==> src/rtl/vending_pkg.sv <==
// Shared coin values, acceptor state encoding and the width-window helper.
`timescale 1ns/1ps
package vending_pkg;

    localparam logic [3:0] COIN_1  = 4'd1;
    localparam logic [3:0] COIN_2  = 4'd2;
    localparam logic [3:0] COIN_10 = 4'd10;

    typedef enum logic [2:0] {
        WAIT_LOW,
        IDLE,
        MEASURE,
        CLASSIFY,
        JAM
    } acc_state_t;

    // Inclusive at both edges.
    function automatic logic in_window(input int value, input int lo, input int hi);
        return (value >= lo) && (value <= hi);
    endfunction

endpackage

==> src/rtl/coin_debounce.sv <==
// Two-flop synchroniser plus debouncer: dout follows din after DEB_CYCLES equal synced samples.
// Adds 2 + DEB_CYCLES cycles to each edge; no backpressure.
`timescale 1ns/1ps
module coin_debounce #(
    parameter int DEB_CYCLES = 8
) (
    input  logic clk50m,
    input  logic rst,
    input  logic din,
    output logic dout
);

    localparam int DW = $clog2(DEB_CYCLES + 1);

    logic          sync1_q;
    logic          sync2_q;
    logic          dout_q;
    logic          dout_d;
    logic [DW-1:0] cnt_q;
    logic [DW-1:0] cnt_d;

    // Any sample equal to the current level restarts the run, so short glitches never flip dout.
    always_comb begin
        dout_d = dout_q;
        cnt_d  = cnt_q;
        if (sync2_q == dout_q) begin
            cnt_d = '0;
        end else if (cnt_q == DW'(DEB_CYCLES - 1)) begin
            dout_d = sync2_q;
            cnt_d  = '0;
        end else begin
            cnt_d = cnt_q + DW'(1);
        end
    end

    always_ff @(posedge clk50m) begin
        if (rst) begin
            sync1_q <= 1'b0;
            sync2_q <= 1'b0;
            dout_q  <= 1'b1;
            cnt_q   <= '0;
        end else begin
            sync1_q <= din;
            sync2_q <= sync1_q;
            dout_q  <= dout_d;
            cnt_q   <= cnt_d;
        end
    end

    assign dout = dout_q;

endmodule

==> src/rtl/coin_acceptor.sv <==
// Coin sensor front end: debounce, measure pulse width in us ticks, classify into coin strobes.
// Strobes follow the raw falling edge by about DEB_CYCLES+3 cycles; no backpressure, strobes unbuffered.
`timescale 1ns/1ps
module coin_acceptor
    import vending_pkg::*;
#(
    parameter int PRESCALE   = 50,
    parameter int DEB_CYCLES = 8,
    parameter int CNT_W      = 8,
    parameter int W1_LO      = 10,
    parameter int W1_HI      = 19,
    parameter int W2_LO      = 20,
    parameter int W2_HI      = 29,
    parameter int W10_LO     = 40,
    parameter int W10_HI     = 59,
    parameter int MAX_TICKS  = 100
) (
    input  logic       clk50m,
    input  logic       rst,
    input  logic       sense,
    input  logic       inhibit,
    output logic [3:0] coin,
    output logic       new_coin,
    output logic       reject,
    output logic       jam
);

    localparam int PW = (PRESCALE > 1) ? $clog2(PRESCALE) : 1;
    localparam logic [CNT_W-1:0] WIDTH_SAT = {CNT_W{1'b1}};

    logic             deb;
    logic             deb_prev_q;
    logic             deb_rise;
    logic             deb_fall;

    logic [PW-1:0]    pre_q;
    logic [PW-1:0]    pre_d;
    logic             tick;

    acc_state_t       state_q;
    acc_state_t       state_d;
    logic [CNT_W-1:0] width_q;
    logic [CNT_W-1:0] width_d;
    logic [3:0]       coin_q;
    logic [3:0]       coin_d;
    logic             new_coin_q;
    logic             new_coin_d;
    logic             reject_q;
    logic             reject_d;
    logic             jam_q;
    logic             jam_d;

    logic             win_hit;
    logic [3:0]       win_val;

    coin_debounce #(
        .DEB_CYCLES(DEB_CYCLES)
    ) u_debounce (
        .clk50m(clk50m),
        .rst   (rst),
        .din   (sense),
        .dout  (deb)
    );

    assign deb_rise = deb & ~deb_prev_q;
    assign deb_fall = ~deb & deb_prev_q;

    assign tick  = (pre_q == PW'(PRESCALE - 1));
    assign pre_d = tick ? '0 : pre_q + PW'(1);

    always_comb begin
        win_hit = 1'b0;
        win_val = 4'd0;
        if (in_window(int'(width_q), W1_LO, W1_HI)) begin
            win_hit = 1'b1;
            win_val = COIN_1;
        end else if (in_window(int'(width_q), W2_LO, W2_HI)) begin
            win_hit = 1'b1;
            win_val = COIN_2;
        end else if (in_window(int'(width_q), W10_LO, W10_HI)) begin
            win_hit = 1'b1;
            win_val = COIN_10;
        end
    end

    always_comb begin
        state_d    = state_q;
        width_d    = width_q;
        coin_d     = coin_q;
        new_coin_d = 1'b0;
        reject_d   = 1'b0;
        case (state_q)
            WAIT_LOW: begin
                if (!deb) state_d = IDLE;
            end
            IDLE: begin
                if (deb_rise) begin
                    state_d = MEASURE;
                    width_d = '0;
                end
            end
            MEASURE: begin
                if (tick && (width_q != WIDTH_SAT)) width_d = width_q + CNT_W'(1);
                if (deb_fall) begin
                    state_d = CLASSIFY;
                end else if (width_q > CNT_W'(MAX_TICKS)) begin
                    state_d  = JAM;
                    reject_d = 1'b1;
                end
            end
            CLASSIFY: begin
                state_d = IDLE;
                if (win_hit && !inhibit) begin
                    coin_d     = win_val;
                    new_coin_d = 1'b1;
                end else begin
                    reject_d = 1'b1;
                end
            end
            JAM: begin
                if (!deb) state_d = IDLE;
            end
            default: state_d = WAIT_LOW;
        endcase
        jam_d = (state_d == JAM);
    end

    always_ff @(posedge clk50m) begin
        if (rst) begin
            deb_prev_q <= 1'b1;
            pre_q      <= '0;
            state_q    <= WAIT_LOW;
            width_q    <= '0;
            coin_q     <= 4'd0;
            new_coin_q <= 1'b0;
            reject_q   <= 1'b0;
            jam_q      <= 1'b0;
        end else begin
            deb_prev_q <= deb;
            pre_q      <= pre_d;
            state_q    <= state_d;
            width_q    <= width_d;
            coin_q     <= coin_d;
            new_coin_q <= new_coin_d;
            reject_q   <= reject_d;
            jam_q      <= jam_d;
        end
    end

    assign coin     = coin_q;
    assign new_coin = new_coin_q;
    assign reject   = reject_q;
    assign jam      = jam_q;

endmodule

==> config.mk <==
export PLATFORM = sky130hd
export DESIGN_NAME = coin_acceptor
export DESIGN_NICKNAME = d
export VERILOG_FILES = /design/src/rtl/vending_pkg.sv /design/src/rtl/coin_debounce.sv /design/src/rtl/coin_acceptor.sv
export SDC_FILE = /design/constraint.sdc
export NUM_CORES = 1
export LEC_CHECK = 0
export ABC_AREA = 0
export CAP_MARGIN = 0
export CORE_MARGIN = 2
export CORE_UTILIZATION = 50
export DETAILED_ROUTE_END_ITERATION = 16
export PLACE_DENSITY = 0.7
export SKIP_LAST_GASP = 1
export SLEW_MARGIN = 30
export SYNTH_ARGS = -nofsm -noshare
export SYNTH_HDL_FRONTEND = slang
export SYNTH_HIERARCHICAL = 1
export SYNTH_SLANG_ARGS = --single-unit
==> constraint.sdc <==
create_clock -name clk50m -period 1.9 [get_ports clk50m]
set_input_delay 0.285 -clock clk50m [delete_from_list [all_inputs] [get_ports clk50m]]
set_output_delay 0.285 -clock clk50m [all_outputs]
set_load 0.1 [all_outputs]
Word-level counts from Yosys, hierarchy flattened
Index checks and enable logic that the tools add are counted. W data, S select, Z words.

Register bits after elaboration: 32. Word-level logic and storage cells: 73. Input bits: 4.

Reduce and logical (&&, ||, !) cells: 15. Bitwise logic cells: 6. Multiplexer cells: 19. Magnitude comparators: 7. Equality and inequality tests: 11. Add/sub/neg operators: 3.

Operators with widths (number): $le A8 B5 Y1 const B (2); $mux W8 (2); $pmux W8 S2 (1); $mux W3 (4); $mux W4 (3); $pmux W3 S4 (1); $add A8 B1 Y8 const B (1); $ge A8 B4 Y1 const B (1); $ge A8 B5 Y1 const B (1); $ge A8 B6 Y1 const B (1); $gt A8 B7 Y1 const B (1); $le A8 B6 Y1 const B (1); $ne A8 B8 Y1 const B (1); $mux W1 (7); $add A6 B1 Y6 const B (1); $eq A3 B2 Y1 const B (2); $eq A3 B3 Y1 const B (2); $eq A6 B6 Y1 const B (1); $reduce_or A2 Y1 (3); $logic_and A1 B1 Y1 (5); $add A4 B1 Y4 const B (1); $eq A4 B3 Y1 const B (1); $ne A2 B2 Y1 const B (2); $not A1 Y1 (4); 10 further kinds (12).

Logic depth before layout (Yosys ltp)
Word-level depth: 8. Mapped depth: 7. Gate-level depth less buffers: 7.

Cells and area by module
The synthesis kept the hierarchy.

By module, submodules not included: coin_acceptor (cells each 142, area an instance 1296.2 um^2, seq. area each 480.5 um^2, times used 1); coin_debounce (cells each 24, area an instance 249.0 um^2, seq. area each 140.1 um^2, times used 1).

Worst setup path after synthesis
No wires, ideal clock.

Path type: reg-to-reg. Start: register width_q[0]. End: register coin_q[0] (netlist: coin[0]). Library setup time: 71 ps. Period minus slack after synthesis: 1603 ps. Arrival: 1532 ps. Stages on the path, launching flop included: 8. Setup slack: 297 ps. Buffers on the path: 0. Cell sequence: dfxtp_1 -> inv_1 -> ha_1 -> and4bb_2 -> o22ai_1 -> a21boi_0 -> o21ai_0 -> a21oi_1.

Cells in the longest elaborated chain, start to end: 7. Elaborated cells on any way between the ends: 16. Classes of those cells: 6 x order compare; 5 x mux; 5 x reduce/logical.

RTL lines: start: declaration (line coin_acceptor.sv:42) `logic [CNT_W-1:0] width_q;`; start signal: assignment (line coin_acceptor.sv:142) `width_q <= width_d;`; $ge A8 B6 Y1 or $le A8 B6 Y1 (tied branches) (line vending_pkg.sv:19) `return (value >= lo) && (value <= hi);`; $logic_and A1 B1 Y1 (line vending_pkg.sv:19); $mux W1 (line coin_acceptor.sv:80) `end else if (in_window(int'(width_q), W10_LO, W10_HI)) begin`; $mux W1 (line coin_acceptor.sv:77) `end else if (in_window(int'(width_q), W2_LO, W2_HI)) begin`; $mux W1 (line coin_acceptor.sv:74) `if (in_window(int'(width_q), W1_LO, W1_HI)) begin`; $logic_and A1 B1 Y1 (line coin_acceptor.sv:113) `if (win_hit && !inhibit) begin`; $reduce_and A2 Y1 (no source line); end signal: assignment (line coin_acceptor.sv:143) `coin_q <= coin_d;`; end: declaration (line coin_acceptor.sv:44) `logic [3:0] coin_q;`.

Several ways; a longest one is shown, not always the timed one. A chain may end at the register's enable or synchronous reset.

Worst setup path after layout
Ends and elaborated chain as after synthesis.

==> flow_summary.yaml <==
final_layout:
  layout-drive-gt1-share: 0.1648
  area.growth.synth_to_final_pct: 9.393
  fin_cells: 209
  layout_common_cells: "31 x dfxtp_1, 22 x nor2_1, 10 x inv_1, 9 x xnor2_1"
  final_area_mm2: 0.001690
  fin_util: 0.5629
  diodes: 0
  final_nets: 188
  layout_commonest_cell: "dfxtp_1"
die:
  start_util: 0.5146
  io_pins: 11
  die_area_mm2: 0.003551
  die_w_um: 59.59
  core_region_area_mm2: 0.003003
  std_cell_rows: 20
  die_h_um: 59.59
setup_path:
  crit_chain: "inv_1, ha_1, and4bb_2, o22ai_1, a21boi_1, o21ai_0, a21oi_1"
  r2r_cells: 7
  worst-endpoint-arrival_ns: 1.97
  cp.required_ns: 2.17
  crit_cells: 7
  cp_slowest_cell: "dfxtp_1"
  crit_family: "compound AO/OA/AOI/OAI gates"
  cpPeakStageDelay_ns: 0.42
  r2r_setup_slack_ns: 0.20
  endpoint_kind: "register"
  crit_type: "reg2reg"
  r2r-start: "width_q[0]"
  crit_buf_inv: 1
  r2r-end: "coin[0]"
  critPathMaxFanout: 5
  start_kind: "register"
power_and_ir_drop:
  finalPower_mw: 1.120
  pwr-share-comb: 0.052
  sequentialPowerShare: 0.600
  power.internal_mw: 0.8580
  p_leak_nw: 0.6726
  p_clk_frac: 0.348
  power.density_mw_per_mm2: 662.6
  p_sw_mw: 0.2620
  ir_worst_vdd_uv: 500.7
  switching_share: 0.2339
routing:
  wl_um: 2619
  viasPerCell: 5.502
  drtIter0Drc: 27
  avgRoutedWirePerCell_um: 12.53
  routed-via-count: 1150
  dr.pass1.iters: 4
  antenna_left: 0
  drc: 0
synth:
  synth_top_area_frac: 0.4016
  avgSynthCellArea_um2: 9.309
  synthTopCellsByArea: "dfxtp_1 40%, ha_1 6.5%, nor2_1 5.3%, xnor2_1 5.1%, nor4_4 2.8%"
  synth_cell_types: 45
  synth_area_mm2: 0.001545
  synth_top_area_cell: "dfxtp_1"
  yosys_warnings: 6
  ys_ff_latch: 31
  ys.flop_type: "dfxtp_1"
  yosysSeqAreaShare: 0.4016
  syn-instance-count: 166
  synth-edff-count: 0
  synthesis.nets: 178
  async_reset_ff_frac: 0
global_route:
  grt_max_degree: 11
  grt_pass1_wl_um: 4554
  grt_usage: 0.1725
  grt-ovfl-total: 0
  antenna_found_initial: 0
  grt_pass1_vias: 1046
clock_tree:
  cts_buffer_depth: 2
  root_buffer: "clkbuf_4"
  worstSkewPairLatency_ns: 0.33
  cts_tree: "yes"
  cts_inserted_buffers: 5
  clock-sinks: 31
  cts_hold_buf: 0
  cts_setup_buffers: 0
  htreeDepth: 2
  clkTransAtPathRegs_ns: 0.10
sta:
  setup_violations: 0
  fmax_ghz: 0.5878
  final.setup.tns_ns: 0
  worst_hold_slack_ns: 0.4424
  drv_slew: 0
  rsz0062_at_grt: "false"
  fin_skew_ns: 0.01120
  setup_slack_ns: 0.1988
  hold_viol: 0
  finalWorstPathRequiredPeriod_ns: 1.701
  period_share: 0.8954
min_path:
  holdPathStages: 1
  worstHoldEndpoint: "u_debounce/sync2_q"
  hp-class: "reg2reg"
  min_from: "u_debounce/sync1_q"
placed_design:
  io_buffers: 9
  pre_cts_slack_ns: 0.1324
  dpl_cell_area_mm2: 0.001634
  dpl.cell_count: 202
  place_congestion: 0.7950
  dpl.hpwl_um: 1963
job:
  drv_cap: 0
run_status:
  status: "finished, final reports clean"
cell families (layout without fill, tap and decap cells):
family,count (synthesis),after routing,share of synthesized area
fa+ha+maj,8,8,0.06478
xor+xnor,12,12,0.06802
simple gates,67,67,0.2777
compound gates,29,29,0.1336
buf+inv,18,28,0.05182
other cells,1,1,0.002427
flops,31,31,0.4016
registers in the layout, summed over array words and instances (netlist names):
signal,cells
width_q,8
pre_q,6
u_debounce/cnt_q,4
coin,3
state_q,3
deb_prev_q,1
jam,1
new_coin,1
reject,1
u_debounce/dout,1
u_debounce/sync1_q,1
u_debounce/sync2_q,1
synthesized netlist by cell type, types with 2 or more instances:
cell type  count
nand2_1        6
ha_1           8
nor3_1         6
nor4_4         2
nor2b_1        4
xnor2_1        9
o22a_1         2
or2b_1         2
buf_2          3
nor2_1        22
clkbuf_1       2
buf_4          2
nand2b_1       3
o31ai_1        4
dfxtp_1       31
nand3_1        7
o22ai_1        2
xor2_1         3
inv_1         10
or2_2          2
a21oi_1        5
nand4_1        2
o21ai_0        7
power by group through the flow:
stage          Combinational, mW  Sequential (mW)  Clock, mW
6_report                  0.0582            0.672      0.390
5_1_grt                   0.0674            0.674      0.431
4_1_cts                   0.0592            0.672      0.404
3_5_place_dp              0.0588            0.687          0
3_3_place_gp              0.0565            0.686          0
2_1_floorplan             0.0438            0.685          0
area by class of cell:
type,instances,area (um2)
repair buffers,11,90.09
clock inverters,1,5.005
well taps,33,41.29
clock buffers,6,51.30
multi-input cells,117,844.6
fillers,281,1313
inverters,10,37.54
flip-flops and latches,31,620.6
layer usage:
| metal | wire (um) | global-route usage | share of wire | vias to the layer above |
|---|---|---|---|---|
| met5 | 0 | 0 | 0 | - |
| met4 | 37 | 0.07937 | 0.014 | 0 |
| met3 | 109 | 0.05895 | 0.042 | 4 |
| met2 | 1287 | 0.2732 | 0.49 | 17 |
| met1 | 1185 | 0.2102 | 0.45 | 540 |
| li1 | - | - | - | 589 |
worst max path at each step:
| stage | endpoint | slack, ns | start |
|---|---|---|---|
| 5_1_grt | coin[0] | 0.04 | width_q[0] |
| 4_1_cts | coin[0] | 0.11 | width_q[0] |
| 3_5_place_dp | coin[0] | 0.13 | width_q[0] |
| 2_1_floorplan | coin[0] | 0.30 | width_q[0] |
| 3_3_place_gp | coin[0] | 0.24 | width_q[0] |
| 6_report | coin[0] | 0.20 | width_q[0] |
timing repair:
action | in CTS | in global routing
resized for setup | 0 | 1
setup endpoints to repair | 0 | 1
endpoints found under the hold margin | 0 | 0
Power figures use the tool's default switching activity.
==> variant 1, RTL diff (config.mk and constraints unchanged) <==
`DEB_CYCLES` is set to 8 in 2 places; all go to 32.
--- a/src/rtl/coin_debounce.sv
+++ b/src/rtl/coin_debounce.sv
@@ -3,5 +3,5 @@
 `timescale 1ns/1ps
 module coin_debounce #(
-    parameter int DEB_CYCLES = 8
+    parameter int DEB_CYCLES = 32
 ) (
     input  logic clk50m,
--- a/src/rtl/coin_acceptor.sv
+++ b/src/rtl/coin_acceptor.sv
@@ -6,5 +6,5 @@
 #(
     parameter int PRESCALE   = 50,
-    parameter int DEB_CYCLES = 8,
+    parameter int DEB_CYCLES = 32,
     parameter int CNT_W      = 8,
     parameter int W1_LO      = 10,
Formal check against the unedited RTL: same outputs for any inputs over 10 cycles, from zero or initial values and one cycle with rst high; that may be too few to reach the edited logic, so the function may still have changed.
==> variant 1 against the unedited design <==
Sequential power rose by 6.3%; setup slack improved by 20 ps; worst hold slack improved by 9.6 ps; combinational power fell by 5.7%; area after synthesis rose by 5.7%; count of clock-buffer cells in the layout rose by 1; sequential cell count rose by 2; global-route usage rose by 0.52 points; final area rose by 6.4%; total power rose by 9.0%; wire length rose by 6.9%; critical path type unchanged.
==> variant 1: results (changes against the unedited design) <==
| Metric | Value |
|---|---|
| Antenna cell count | 0 (unchanged) |
| DRT iter0 DRCs | 56 (+110%) |
| Setup total negative slack | 0 ps (unchanged) |
| Max incr delay on CP | 420 ps (about the same) |
| DP Area | 1730 sq um (+5.8%) |
| Vias post-DR | 1235 (+7.4%) |
| Die X-Extent | 61.2 um (+2.6%) |
| Crit path max-delay family | compound AO/OA/AOI/OAI gates |
| Biggest regs | width_q x8, pre_q x6, u_debounce/cnt_q x6 |
| Hold path cells | 1 (unchanged) |
| Global-route wire length before repair | 4.74 mm (+4.1%) |
| Drt pass-1 iters | 4 (unchanged) |
| Reg2reg end | coin[0] |
| Worst skew pair latency | 340 ps |
| Yosys warnings | 6 (unchanged) |
| Clock transition at path regs | 100 ps (about the same) |
| Port bufs | 9 (unchanged) |
| Status | finished clean |
| Final estimated routing congestion in global placement | 0.743 (-6.5%) |
| Synth top cells by count | dfxtp_1 (33), nor2_1 (22), nand3_1 (9) |
| Crit-path slowest cell | dfxtp_1 |
| Share of cells above drive strength 1 | 15.7% (-0.80 points) |
| Dominant cell by count in the synthesized netlist | dfxtp_1 |
| Hold_ws | 452 ps (+9.61 ps) |
| Reg2reg start | width_q[1] |
| Clk root buf | clkbuf_4 |
| Setup bufs post-CTS | 0 (unchanged) |
| Clock skew | 3.55 ps (-7.65 ps) |
| Largest cells by area after synthesis | dfxtp_1 (40%), ha_1 (6.1%), nor2_1 (5.1%), xnor2_1 (4.3%), nand3_1 (2.8%) |
| Hold Crit Start | u_debounce/sync1_q |
| Sequential area share after synthesis | 40.4% (+0.27 points) |
| GRT Overall Usage | 17.8% (+0.52 points) |
| Hold Path End | u_debounce/sync2_q |
| # fillers | 283 (+0.71%) |
| Number of global-route vias before repair | 1135 (+8.5%) |
| Worst Reg-to-Reg Cells | 7 (unchanged) |
| Arrival time worst endpoint | 1960 ps |
| Syn nets | 187 (+5.1%) |
| Post-Place Cells | 221 (+9.4%) |
| Worst Hold Class | reg -> reg |
| Nets | 196 (+4.3%) |
| Drt wl/cell | 12.2 um (-2.5%) |
| Max Buffers Root-to-Sink | 2 (unchanged) |
| H-tree levels | 2 (unchanged) |
| Post-synth ARST share | 0% (unchanged) |
| Max VDD drop | 0.000424 V (-15%) |
| Clock buffer count from CTS | 5 (unchanged) |
| Initial antenna violation count | 0 (unchanged) |
| Cell variety after synth | 47 (+4.4%) |
| R2R setup slack | 220 ps (+20 ps) |
| Final std cells w/o fill | 229 (+9.6%) |
| Mapped Cells | 175 (+5.4%) |
| Pin count of the biggest net entering global routing | 24 (+13) |
| Leakage | 0.679 nW (+0.91%) |
| Dpl hpwl | 2.05 mm (+4.3%) |
## variant 1: changes by cell type after synthesis, moves of 2 or more
cell     before  now
nand3_1       7    9
dfxtp_1      31   33
xor2_1        3    5
nor3_1        6    8
inv_1        10    8
## variant 1: logic make-up after synthesis
family,count (synthesis),share of synthesized area [%]
AOI/OAI and AO/OA,29,12.6
other,1,0.229
DFF,33,40.4
muxes,1,0.613
buffers and inverters,16,4.44
and+or+nand+nor,74,28.6
xor gates and xnor gates,13,6.97
adders and majority gates,8,6.13
## variant 1: report_power, final
group	internal, mW	total [mW]	switching [mW]
Sequential	0.704	0.714	0.00989
Combinational	0.0218	0.0549	0.0331
Clock	0.214	0.452	0.238
## variant 1: repair_timing
action,4_1_cts,5_1_grt
endpoints found under the hold margin,0,0
setup endpoints to repair,0,1
resized for setup,0,1
## variant 1: worst max-delay path by stage
stage / start / endpoint / slack [ps] / cells after the start
detailed placement: width_q[0] / coin[0] / 170 / 7
floorplan: width_q[0] / coin[0] / 300 / 7
finish: width_q[1] / coin[0] / 220 / 7
CTS: width_q[1] / coin[0] / 140 / 7
global placement: width_q[0] / coin[0] / 230 / 7
global route: width_q[1] / coin[0] / 80 / 7
## variant 1: area by class of cell
cell class | instances | area (sq um) | share of cell area, %
clock buffer | 7 | 65.1 | 3.62
inverter | 8 | 30.0 | 1.67
tap | 44 | 55.1 | 3.06
timing repair buffer | 10 | 82.6 | 4.59
sequential | 33 | 661 | 36.7
clock inverter | 1 | 5.00 | 0.278
multi-input combinational | 126 | 901 | 50.1
## variant 1: layer usage
| metal | track usage (%) | part of all wire (%) |
|---|---|---|
| met5 | 0 | 0 |
| met4 | 9.32 | 2.4 |
| met3 | 6.93 | 3.3 |
| met2 | 27.8 | 46 |
| met1 | 21.0 | 48 |
## variant 1: per-stage QoR
stage	util, %	worst slack (ps)
after global placement	56.2	232
after floorplan	-	297
after CTS	58.5	143
after detailed placement	56.2	167
after global routing	58.5	81.6
final	58.5	219
==> variant 2, RTL diff (same settings) <==
Without the edit above. Remove the register `jam_q`: a continuous assignment takes its place, so the output `jam` follows one clock earlier.
--- a/src/rtl/coin_acceptor.sv
+++ b/src/rtl/coin_acceptor.sv
@@ -135,5 +135,4 @@
             new_coin_q <= 1'b0;
             reject_q   <= 1'b0;
-            jam_q      <= 1'b0;
         end else begin
             deb_prev_q <= deb;
@@ -144,7 +143,8 @@
             new_coin_q <= new_coin_d;
             reject_q   <= reject_d;
-            jam_q      <= jam_d;
         end
     end
+
+    assign jam_q = jam_d;
 
     assign coin     = coin_q;
Formal check against the unedited RTL: same outputs for any inputs over 10 cycles, from zero or initial values and one cycle with rst high; that may be too few to reach the edited logic, so the function may still have changed.
==> variant 2 against the unedited design <==
The flow now finishes with violations (negative setup slack); area after synthesis grew 2.4%; wire length rose by 24%; total power is 4.2% lower; final area up 13%; setup slack got worse by 380 ps; final cell count up 14%; sequential cell count fell by 1; first-iteration DRC count increased to 2.6 times the old value; largest cell class unchanged.
==> variant 2: results (changes against the unedited design) <==
| Metric | Value |
|---|---|
| Initial antenna violation count | 0 (unchanged) |
| Nets | 205 (+9.0%) |
| Layout area overhead | 20.4% |
| Metal2 WL | 1.57 mm (+22%) |
| Cell variety after synth | 53 (+18%) |
| Final worst slack | -181 ps (-380 ps) |
| P_int | 812 uW (-5.4%) |
| P_clk | 359 uW (-7.9%) |
| Clock skew | 8.65 ps (-2.55 ps) |
| GRT Overall Usage | 20.8% (+3.5 points) |
| Adder-Cell Fraction of Synth Area | 6.32% (-0.15 points) |
| Largest cells by area after synthesis | dfxtp_1 (38%), ha_1 (6.3%), nor2_1 (3.1%), nand3_1 (2.8%), a21oi_1 (2.5%) |
| Setup bufs post-CTS | 7 (+7) |
| DRT met1 WL | 1.53 mm (+29%) |
| Worst Reg-to-Reg Cells | 6 (-1) |
| Leakage | 0.724 nW (+7.7%) |
| Xor/xnor cell area share of the yosys netlist | 3.87% (-2.9 points) |
| Synth top cells by count | dfxtp_1 (30), nor2_1 (13), inv_1 (10), nand2_1 (10), nand3_1 (9) |
| Number of gates resized after cts | 3 (+3) |
| Total wire length | 3.25 mm (+24%) |
| Dpl hpwl | 2.32 mm (+18%) |
| Number of global-route vias before repair | 1207 (+15%) |
| DRT iter0 DRCs | 70 (+160%) |
| Drt wl/cell | 13.7 um (+9.0%) |
| Status | complete, but fails checks |
| Max incr delay on CP | 380 ps (-40 ps) |
| Final setup fails | 1 (+1) |
| End point of the critical path | jam |
| Crit-path slowest cell | dfxtp_4 |
| Syn nets | 183 (+2.8%) |
| Sequential area share after synthesis | 37.9% (-2.2 points) |
| WL met3 | 107 um (-1.8%) |
| Setup total negative slack | -181 ps (-181 ps) |
| Mapped Cells | 171 (+3.0%) |
| Mux cell area share after synthesis | 2.53% (+2.5 points) |
| Post-Place Cells | 223 (+10%) |
| Hold Crit Start | u_debounce/cnt_q[0] |
| Sequential power share | 60.5% (+0.5 points) |
| # fillers | 257 (-8.5%) |
| Vias post-DR | 1288 (+12%) |
| DP Area | 1770 sq um (+8.5%) |
| Final estimated routing congestion in global placement | 0.835 (+5.0%) |
| Share of cells above drive strength 1 | 23.7% (+7.2 points) |
| Synth Area in Compound Gates | 16.0% (+2.6 points) |
| Global-route wire length before repair | 5.55 mm (+22%) |
| Failing checks | negative setup slack |
| Arrival time worst endpoint | 1800 ps (-170 ps) |
| R2R setup slack | 90 ps (-110 ps) |
[variant 2: how the worst min path moves through the flow]
stage | slack [ps] | cells after the start | end
after global routing | 470 | 1 | u_debounce/cnt_q[0]
after detailed placement | 440 | 1 | u_debounce/cnt_q[0]
final | 460 | 1 | u_debounce/cnt_q[0]
after CTS | 460 | 1 | u_debounce/cnt_q[0]
after global placement | 430 | 1 | u_debounce/sync2_q
after floorplan | 360 | 1 | u_debounce/sync1_q
[variant 2: metal layers]
| layer | vias up | global-route usage [%] |
|---|---|---|
| met5 | - | 0 |
| met4 | 0 | 7.62 |
| met3 | 4 | 6.06 |
| met2 | 24 | 33.7 |
| met1 | 602 | 26.0 |
| li1 | 658 | - |
[variant 2: final cells by class]
type                            count  share of cell area, %
Multi-Input combinational cell    125                   50.8
Sequential cell                    30                   32.0
Timing Repair Buffer               21                   9.32
Tap cell                           44                   2.89
Clock buffer                        8                   2.56
Inverter                           10                   2.50
